File: config.mk
export PLATFORM = sky130hd
export DESIGN_NAME = blockram_burst_arbiter
export DESIGN_NICKNAME = d
export VERILOG_FILES = /design/src/rtl/blockram_arb_pkg.sv /design/src/rtl/blockram_rd_skid.sv /design/src/rtl/blockram_burst_arbiter.sv
export SDC_FILE = /design/constraint.sdc
export NUM_CORES = 1
export LEC_CHECK = 0
export ABC_AREA = 1
export BUFFER_PORTS_ARGS = -buffer_cell sky130_fd_sc_hd__buf_2
export CELL_PAD_IN_SITES_DETAIL_PLACEMENT = 1
export CELL_PAD_IN_SITES_GLOBAL_PLACEMENT = 1
export CORE_UTILIZATION = 36
export DETAILED_ROUTE_END_ITERATION = 8
export PLACE_DENSITY_LB_ADDON = 0.1
export SETUP_SLACK_MARGIN = 0.02
export SLEW_MARGIN = 20
export SYNTH_ARGS = -nofsm -noshare
export SYNTH_HDL_FRONTEND = slang
export SYNTH_SLANG_ARGS = --single-unit
File: constraint.sdc
create_clock -name ACLK -period 4.2 [get_ports ACLK]
set_input_delay 0.42 -clock ACLK [delete_from_list [all_inputs] [get_ports ACLK]]
set_output_delay 0.42 -clock ACLK [all_outputs]
set_load 0.01 [all_outputs]
File: src/rtl/blockram_arb_pkg.sv
// Shared types for the block-RAM burst arbiter: FSM states, grant identity
// and the depth of the read skid buffer.
package blockram_arb_pkg;

  typedef enum logic [1:0] {
    IDLE     = 2'd0,
    WR_BURST = 2'd1,
    RD_BURST = 2'd2
  } state_t;

  typedef enum logic {
    GNT_WR = 1'b0,
    GNT_RD = 1'b1
  } grant_t;

  localparam int SKID_DEPTH = 2;

endpackage

File: src/rtl/blockram_rd_skid.sv
// Two-entry read-data buffer behind a 1-cycle-latency BRAM. Tracks the read in
// flight so that issue is throttled before the buffer could overflow.
module blockram_rd_skid
  import blockram_arb_pkg::*;
#(
  parameter int DATA_W = 32
) (
  input  logic              clk_i,
  input  logic              rst_i,
  input  logic              issue_i,
  input  logic              issue_last_i,
  input  logic [DATA_W-1:0] bram_rdata_i,
  input  logic              pop_i,
  output logic              can_issue_o,
  output logic              valid_o,
  output logic [DATA_W-1:0] data_o,
  output logic              last_o
);

  logic              inflight_q;
  logic              inflight_last_q;
  logic [DATA_W-1:0] mem_data_q [SKID_DEPTH];
  logic              mem_last_q [SKID_DEPTH];
  logic              rptr_q;
  logic              wptr_q;
  logic [1:0]        count_q;

  logic empty;
  logic push;
  logic pop_mem;

  assign empty = (count_q == 2'd0);

  // When the buffer is empty the returning BRAM word is presented directly,
  // giving first data two cycles after the grant.
  assign valid_o     = !empty || inflight_q;
  assign data_o      = !valid_o ? '0 : (empty ? bram_rdata_i : mem_data_q[rptr_q]);
  assign last_o      = valid_o && (empty ? inflight_last_q : mem_last_q[rptr_q]);
  assign pop_mem     = pop_i && !empty;
  assign push        = inflight_q && !(empty && pop_i);
  assign can_issue_o = ({1'b0, count_q} + {2'b00, inflight_q}) < 3'(SKID_DEPTH);

  always_ff @(posedge clk_i or posedge rst_i) begin
    if (rst_i) begin
      inflight_q      <= 1'b0;
      inflight_last_q <= 1'b0;
      rptr_q          <= 1'b0;
      wptr_q          <= 1'b0;
      count_q         <= 2'd0;
      for (int i = 0; i < SKID_DEPTH; i++) begin
        mem_data_q[i] <= '0;
        mem_last_q[i] <= 1'b0;
      end
    end else begin
      inflight_q      <= issue_i;
      inflight_last_q <= issue_i && issue_last_i;
      if (push) begin
        mem_data_q[wptr_q] <= bram_rdata_i;
        mem_last_q[wptr_q] <= inflight_last_q;
        wptr_q             <= ~wptr_q;
      end
      if (pop_mem) begin
        rptr_q <= ~rptr_q;
      end
      count_q <= count_q + {1'b0, push} - {1'b0, pop_mem};
    end
  end

endmodule

File: src/rtl/blockram_burst_arbiter.sv
// Burst-granular round-robin arbiter placing write and read bursts from two
// requesters onto one single-port BRAM, with per-beat address generation.
module blockram_burst_arbiter
  import blockram_arb_pkg::*;
#(
  parameter int ADDR_W = 10,
  parameter int DATA_W = 32,
  parameter int LEN_W  = 8
) (
  input  logic                ACLK,
  input  logic                ARESET,
  input  logic                wr_req_valid,
  output logic                wr_req_ready,
  input  logic [ADDR_W-1:0]   wr_req_addr,
  input  logic [LEN_W-1:0]    wr_req_len,
  input  logic                wr_data_valid,
  output logic                wr_data_ready,
  input  logic [DATA_W-1:0]   wr_data,
  input  logic [DATA_W/8-1:0] wr_strb,
  output logic                wr_done,
  input  logic                rd_req_valid,
  output logic                rd_req_ready,
  input  logic [ADDR_W-1:0]   rd_req_addr,
  input  logic [LEN_W-1:0]    rd_req_len,
  output logic                rd_data_valid,
  input  logic                rd_data_ready,
  output logic [DATA_W-1:0]   rd_data,
  output logic                rd_last,
  output logic                bram_en,
  output logic [DATA_W/8-1:0] bram_we,
  output logic [ADDR_W-1:0]   bram_addr,
  output logic [DATA_W-1:0]   bram_wdata,
  input  logic [DATA_W-1:0]   bram_rdata,
  output state_t              dbg_state
);

  // Handshakes: a transfer happens in a cycle where valid && ready are both 1;
  // valid never waits on ready, and ready may depend combinationally on valid.

  state_t             state_q, state_d;
  grant_t             last_grant_q, last_grant_d;
  logic [ADDR_W-1:0]  base_q, base_d;
  logic [LEN_W-1:0]   len_q, len_d;
  logic [LEN_W-1:0]   beat_q, beat_d;
  logic               issue_done_q, issue_done_d;
  logic               wr_done_q, wr_done_d;

  logic               rd_issue;
  logic               rd_issue_last;
  logic               can_issue;
  logic               rd_pop;
  logic [ADDR_W-1:0]  beat_addr;

  assign beat_addr = base_q + ADDR_W'(beat_q);
  assign rd_pop    = rd_data_valid && rd_data_ready;
  assign wr_done   = wr_done_q;
  assign dbg_state = state_q;

  blockram_rd_skid #(
    .DATA_W(DATA_W)
  ) u_skid (
    .clk_i        (ACLK),
    .rst_i        (ARESET),
    .issue_i      (rd_issue),
    .issue_last_i (rd_issue_last),
    .bram_rdata_i (bram_rdata),
    .pop_i        (rd_pop),
    .can_issue_o  (can_issue),
    .valid_o      (rd_data_valid),
    .data_o       (rd_data),
    .last_o       (rd_last)
  );

  always_comb begin
    state_d       = state_q;
    last_grant_d  = last_grant_q;
    base_d        = base_q;
    len_d         = len_q;
    beat_d        = beat_q;
    issue_done_d  = issue_done_q;
    wr_done_d     = 1'b0;
    wr_req_ready  = 1'b0;
    rd_req_ready  = 1'b0;
    wr_data_ready = 1'b0;
    rd_issue      = 1'b0;
    rd_issue_last = 1'b0;
    bram_en       = 1'b0;
    bram_we       = '0;
    bram_addr     = '0;
    bram_wdata    = '0;
    unique case (state_q)
      IDLE: begin
        // Reset gates the combinational grant so every output reads 0 while held.
        if (!ARESET) begin
          if (wr_req_valid && (!rd_req_valid || last_grant_q == GNT_RD)) begin
            wr_req_ready = 1'b1;
            state_d      = WR_BURST;
            last_grant_d = GNT_WR;
            base_d       = wr_req_addr;
            len_d        = wr_req_len;
            beat_d       = '0;
          end else if (rd_req_valid) begin
            rd_req_ready = 1'b1;
            state_d      = RD_BURST;
            last_grant_d = GNT_RD;
            base_d       = rd_req_addr;
            len_d        = rd_req_len;
            beat_d       = '0;
            issue_done_d = 1'b0;
          end
        end
      end
      WR_BURST: begin
        wr_data_ready = 1'b1;
        if (wr_data_valid) begin
          bram_en    = 1'b1;
          bram_we    = wr_strb;
          bram_addr  = beat_addr;
          bram_wdata = wr_data;
          if (beat_q == len_q) begin
            state_d   = IDLE;
            wr_done_d = 1'b1;
          end else begin
            beat_d = beat_q + LEN_W'(1);
          end
        end
      end
      RD_BURST: begin
        if (!issue_done_q && can_issue) begin
          rd_issue      = 1'b1;
          rd_issue_last = (beat_q == len_q);
          bram_en       = 1'b1;
          bram_addr     = beat_addr;
          if (beat_q == len_q) begin
            issue_done_d = 1'b1;
          end else begin
            beat_d = beat_q + LEN_W'(1);
          end
        end
        if (rd_pop && rd_last) begin
          state_d = IDLE;
        end
      end
      default: state_d = IDLE;
    endcase
  end

  always_ff @(posedge ACLK or posedge ARESET) begin
    if (ARESET) begin
      state_q      <= IDLE;
      last_grant_q <= GNT_RD;
      base_q       <= '0;
      len_q        <= '0;
      beat_q       <= '0;
      issue_done_q <= 1'b0;
      wr_done_q    <= 1'b0;
    end else begin
      state_q      <= state_d;
      last_grant_q <= last_grant_d;
      base_q       <= base_d;
      len_q        <= len_d;
      beat_q       <= beat_d;
      issue_done_q <= issue_done_d;
      wr_done_q    <= wr_done_d;
    end
  end

endmodule

==> key figures <==
Clocking
  – CTS Sinks: around 100
  – CTS Hold Bufs: 0
  – Clock root buffer: clkbuf_16
  – CTS clk-pin slew, worst paths: approximately 0.070 ns
  – CTS Buf Count: 9
  – Post-CTS setup buffer count: 0
  – Clock Tree Buf Depth: 2
  – H-tree Lvls: 3
  – Worst-Skew Late Latency: approximately 0.36 ns
  – CTS tree: done
  – Post-CTS resize count: 0

Pwr
  – Sw frac: a little over two fifths
  – P per Cell Area: slightly below 700 nW/µm²
  – Clock power share: 17.5%
  – VDD IR max: ~0.00027 V
  – Static leakage: 4.12 nW
  – Int Power: ~2.8 mW
  – Combinational power share: 49.2%
  – Switch Pwr: between 2 and 2.5 mW
  – Sequential Power Share: ~33%

Drt
  – Starting DRT DRC Count: 228
  – Routed Antenna Nets: 0
  – Vias/cell: 4.69
  – Via count: about 5,600
  – DRC viols: 0
  – Pre-antenna DRT Iters: 4
  – WL/cell: approximately 14 µm
  – WL final: around 17 mm

Synthesis
  – Compound-Gate Fraction of Synth Area: roughly 17%
  – Post-synthesis simple-gate area fraction: between 20% and 30%
  – Synth cell types: 38
  – Mapped Area: roughly 6000 µm²
  – Synth Instances: roughly 800
  – Post-synthesis register bit count: around 100
  – Mux cell area share after synthesis: 0%
  – Syn_nets: roughly 920
  – Adder-cell share of the synthesized area: 3.25%
  – XOR/XNOR share of the synthesized area: under 10%
  – Ys Warns: 0
  – Syn avg cell area: around 7.5 µm²
  – Main combinational cell family by area after synthesis: simple AND/OR/NAND/NOR gates
  – Post-synthesis sequential area ratio: 42.9%

Place
  – Placed Instances: around 1,200
  – Gpl congestion: around 0.8
  – Port-buffer cells: ~200
  – Post-detail-place hpwl: about 12 mm

Floorplan
  – Die ar.: around 17,000 µm²
  – Core Area: approximately 16,000 µm²
  – Io pins: just under 200
  – Effective utilization at floorplan: a little under two fifths
  – Row Count: 46
  – Die X: 131 µm
  – Die Y: 131 µm

Timing
  – Final max-slew violation count: 0
  – Minimum clock period: 2.75 ns
  – Max Freq: roughly 360 MHz
  – Fin. Hold Viols: 0
  – Skew final: a little over 0.009 ns
  – Post-route clock period utilization: approximately 65%
  – Setup violations, final: 0
  – Tightest Pin Transition: ~1.0 ns
  – Slew HR: roughly 33%
  – Setup_tns: 0 ns
  – RSZ-0062 raised after global routing: false

Global route
  – Initial antenna violation count: 0
  – Grt total ovfl: 0
  – First-pass GRT wire length: approximately 29 mm
  – Gr usage total: 20.4%
  – Largest net degree at the start of global routing: between 60 and 70
  – Vias in the first global route: ~5,700

Flow run
  – Max Cap Viol: 0

Run status
  – Outcome: finished clean

Finish
  – Fin cells: around 1,200
  – Commonest non-fill, non-tap cells in the layout: buf_2 (196), nand2_1 (162), nor2_1 (116)
  – ANT cells: 0
  – Share of cells above drive strength 1: between 20% and 30%
  – Nets@finish: ~1,100
  – Syn-to-layout area delta: 22.8%
  – Commonest non-fill, non-tap cell in the layout: buf_2

Critical path
  – CP Data Required Time: ~3.8 ns
  – CP endpoint kind: output port
  – WS Path Type: reg -> out
  – Critical path fanouts, max: 7
  – Crit start category: flop
  – Crit path DAT: approximately 2.3 ns

Worst hold path
  – Worst hold path class: in -> async
metal layers:
metal | share of wire, % | vias up | track usage, %
met4 | 1.1 | 0 | 4.46
met5 | 0 | - | 0
met1 | 45 | 2614 | 25.0
met2 | 51 | 100 | 37.0
met3 | 3.1 | 15 | 3.55
li1 | - | 2883 | -
cells in the mapped netlist (all sizes together):
cell type	count	share of area, %
nand2	185	13
nor2	120	7.7
inv	118	7.4
o21ai	106	10
dfrtp	102	42
o22ai	32	3.3
nand3	25	2.3
buf	19	3.0
a31oi	18	1.9
clkbuf	18	1.1
a21oi	16	1.5
ha	14	2.9
xnor2	6	0.87
nor3	5	0.60
xor2	4	0.58
nand4	2	0.21
o21bai	2	0.25
a22oi	1	0.12
and2	1	0.10
dfstp	1	0.44
fa	1	0.33
nand3b	1	0.12
nor3b	1	0.12
or2	1	0.15
worst paths after layout:
kind | startpoint | to | slack [ns] | cells past startpoint
worst min register to register | u_skid.mem_data_q[42]$_DFFE_PP0P_ | u_skid.mem_data_q[42]$_DFFE_PP0P_ | 0.48 | 2
worst min-delay path | ARESET | beat_q[1]$_DFFE_PP0P_ | 0.05 | 2
worst max-delay path | beat_q[0]$_DFFE_PP0P_ | bram_addr[6] | 1.45 | 12
max in group asynchronous | ARESET | u_skid.mem_data_q[19]$_DFFE_PP0P_ | 3.20 | 3
worst max register to register | u_skid.count_q[1]$_DFF_PP0_ | dbg_state[1]$_DFFE_PP0P_ | 2.08 | 8
min in group ACLK | rd_req_addr[1] | base_q[1]$_DFFE_PP0P_ | 0.31 | 3
worst max-delay path, stage by stage (launching register included):
cell	delay (ns)
dfrtp_1	0.47
ha_1	0.22
inv_1	0.07
fa_1	0.35
inv_1	0.10
nand3_1	0.08
nand2_1	0.13
nand2_1	0.08
o21bai_1	0.16
nand2_1	0.07
nand2_1	0.06
nor2_1	0.04
buf_2	0.13
cells by family (layout without fill, tap and decap cells):
| logic type | Yosys count | after routing |
|---|---|---|
| AOI/OAI and AO/OA | 175 | 175 |
| xor gates and xnor gates | 10 | 10 |
| adders and majority gates | 15 | 15 |
| buffers and inverters | 155 | 336 |
| DFF | 103 | 103 |
| and+or+nand+nor | 341 | 341 |
cell type report:
class                      instances  area, µm²
tap                              216        270
clock buffer                      10        239
fill                            2103       8730
inverter                         118        445
multi-input combinational        541       2750
sequential                       103       2580
timing repair buffer             202       1030
clock inverter                     6       75.1
state kept, by name, summed over array words and instances, names as in the netlist, 2 cells and up:
name / flops
u_skid.count_q: 2
base_q: 10
len_q: 8
dbg_state: 2
u_skid.mem_data_q: 64
u_skid.mem_last_q: 2
beat_q: 8
power groups by stage:
| stage | logic, mW | clock network (mW) | registers, mW |
|---|---|---|---|
| after floorplan | 1.80 | 0 | 1.61 |
| after CTS | 2.51 | 0.906 | 1.67 |
| after global routing | 2.81 | 0.938 | 1.73 |
| after detailed placement | 2.50 | 0 | 1.68 |
| after global placement | 2.44 | 0 | 1.67 |
| final | 2.47 | 0.879 | 1.67 |
through the flow:
step           worst slack [ns]  utilization (%)  hold WS (ns)  area (µm²)  power [mW]
6_report                   1.45             45.8        0.0548        7390        5.01
5_1_grt                    1.20             45.8        0.0840        7390        5.48
4_1_cts                    1.43             45.8        0.0580        7380        5.09
3_5_place_dp               1.84             43.9         0.445        7070        4.18
3_3_place_gp               1.76             43.9         0.444        7070        4.12
2_1_floorplan              1.08                -         0.448        6010        3.40
Power figures use the tool's default switching activity.
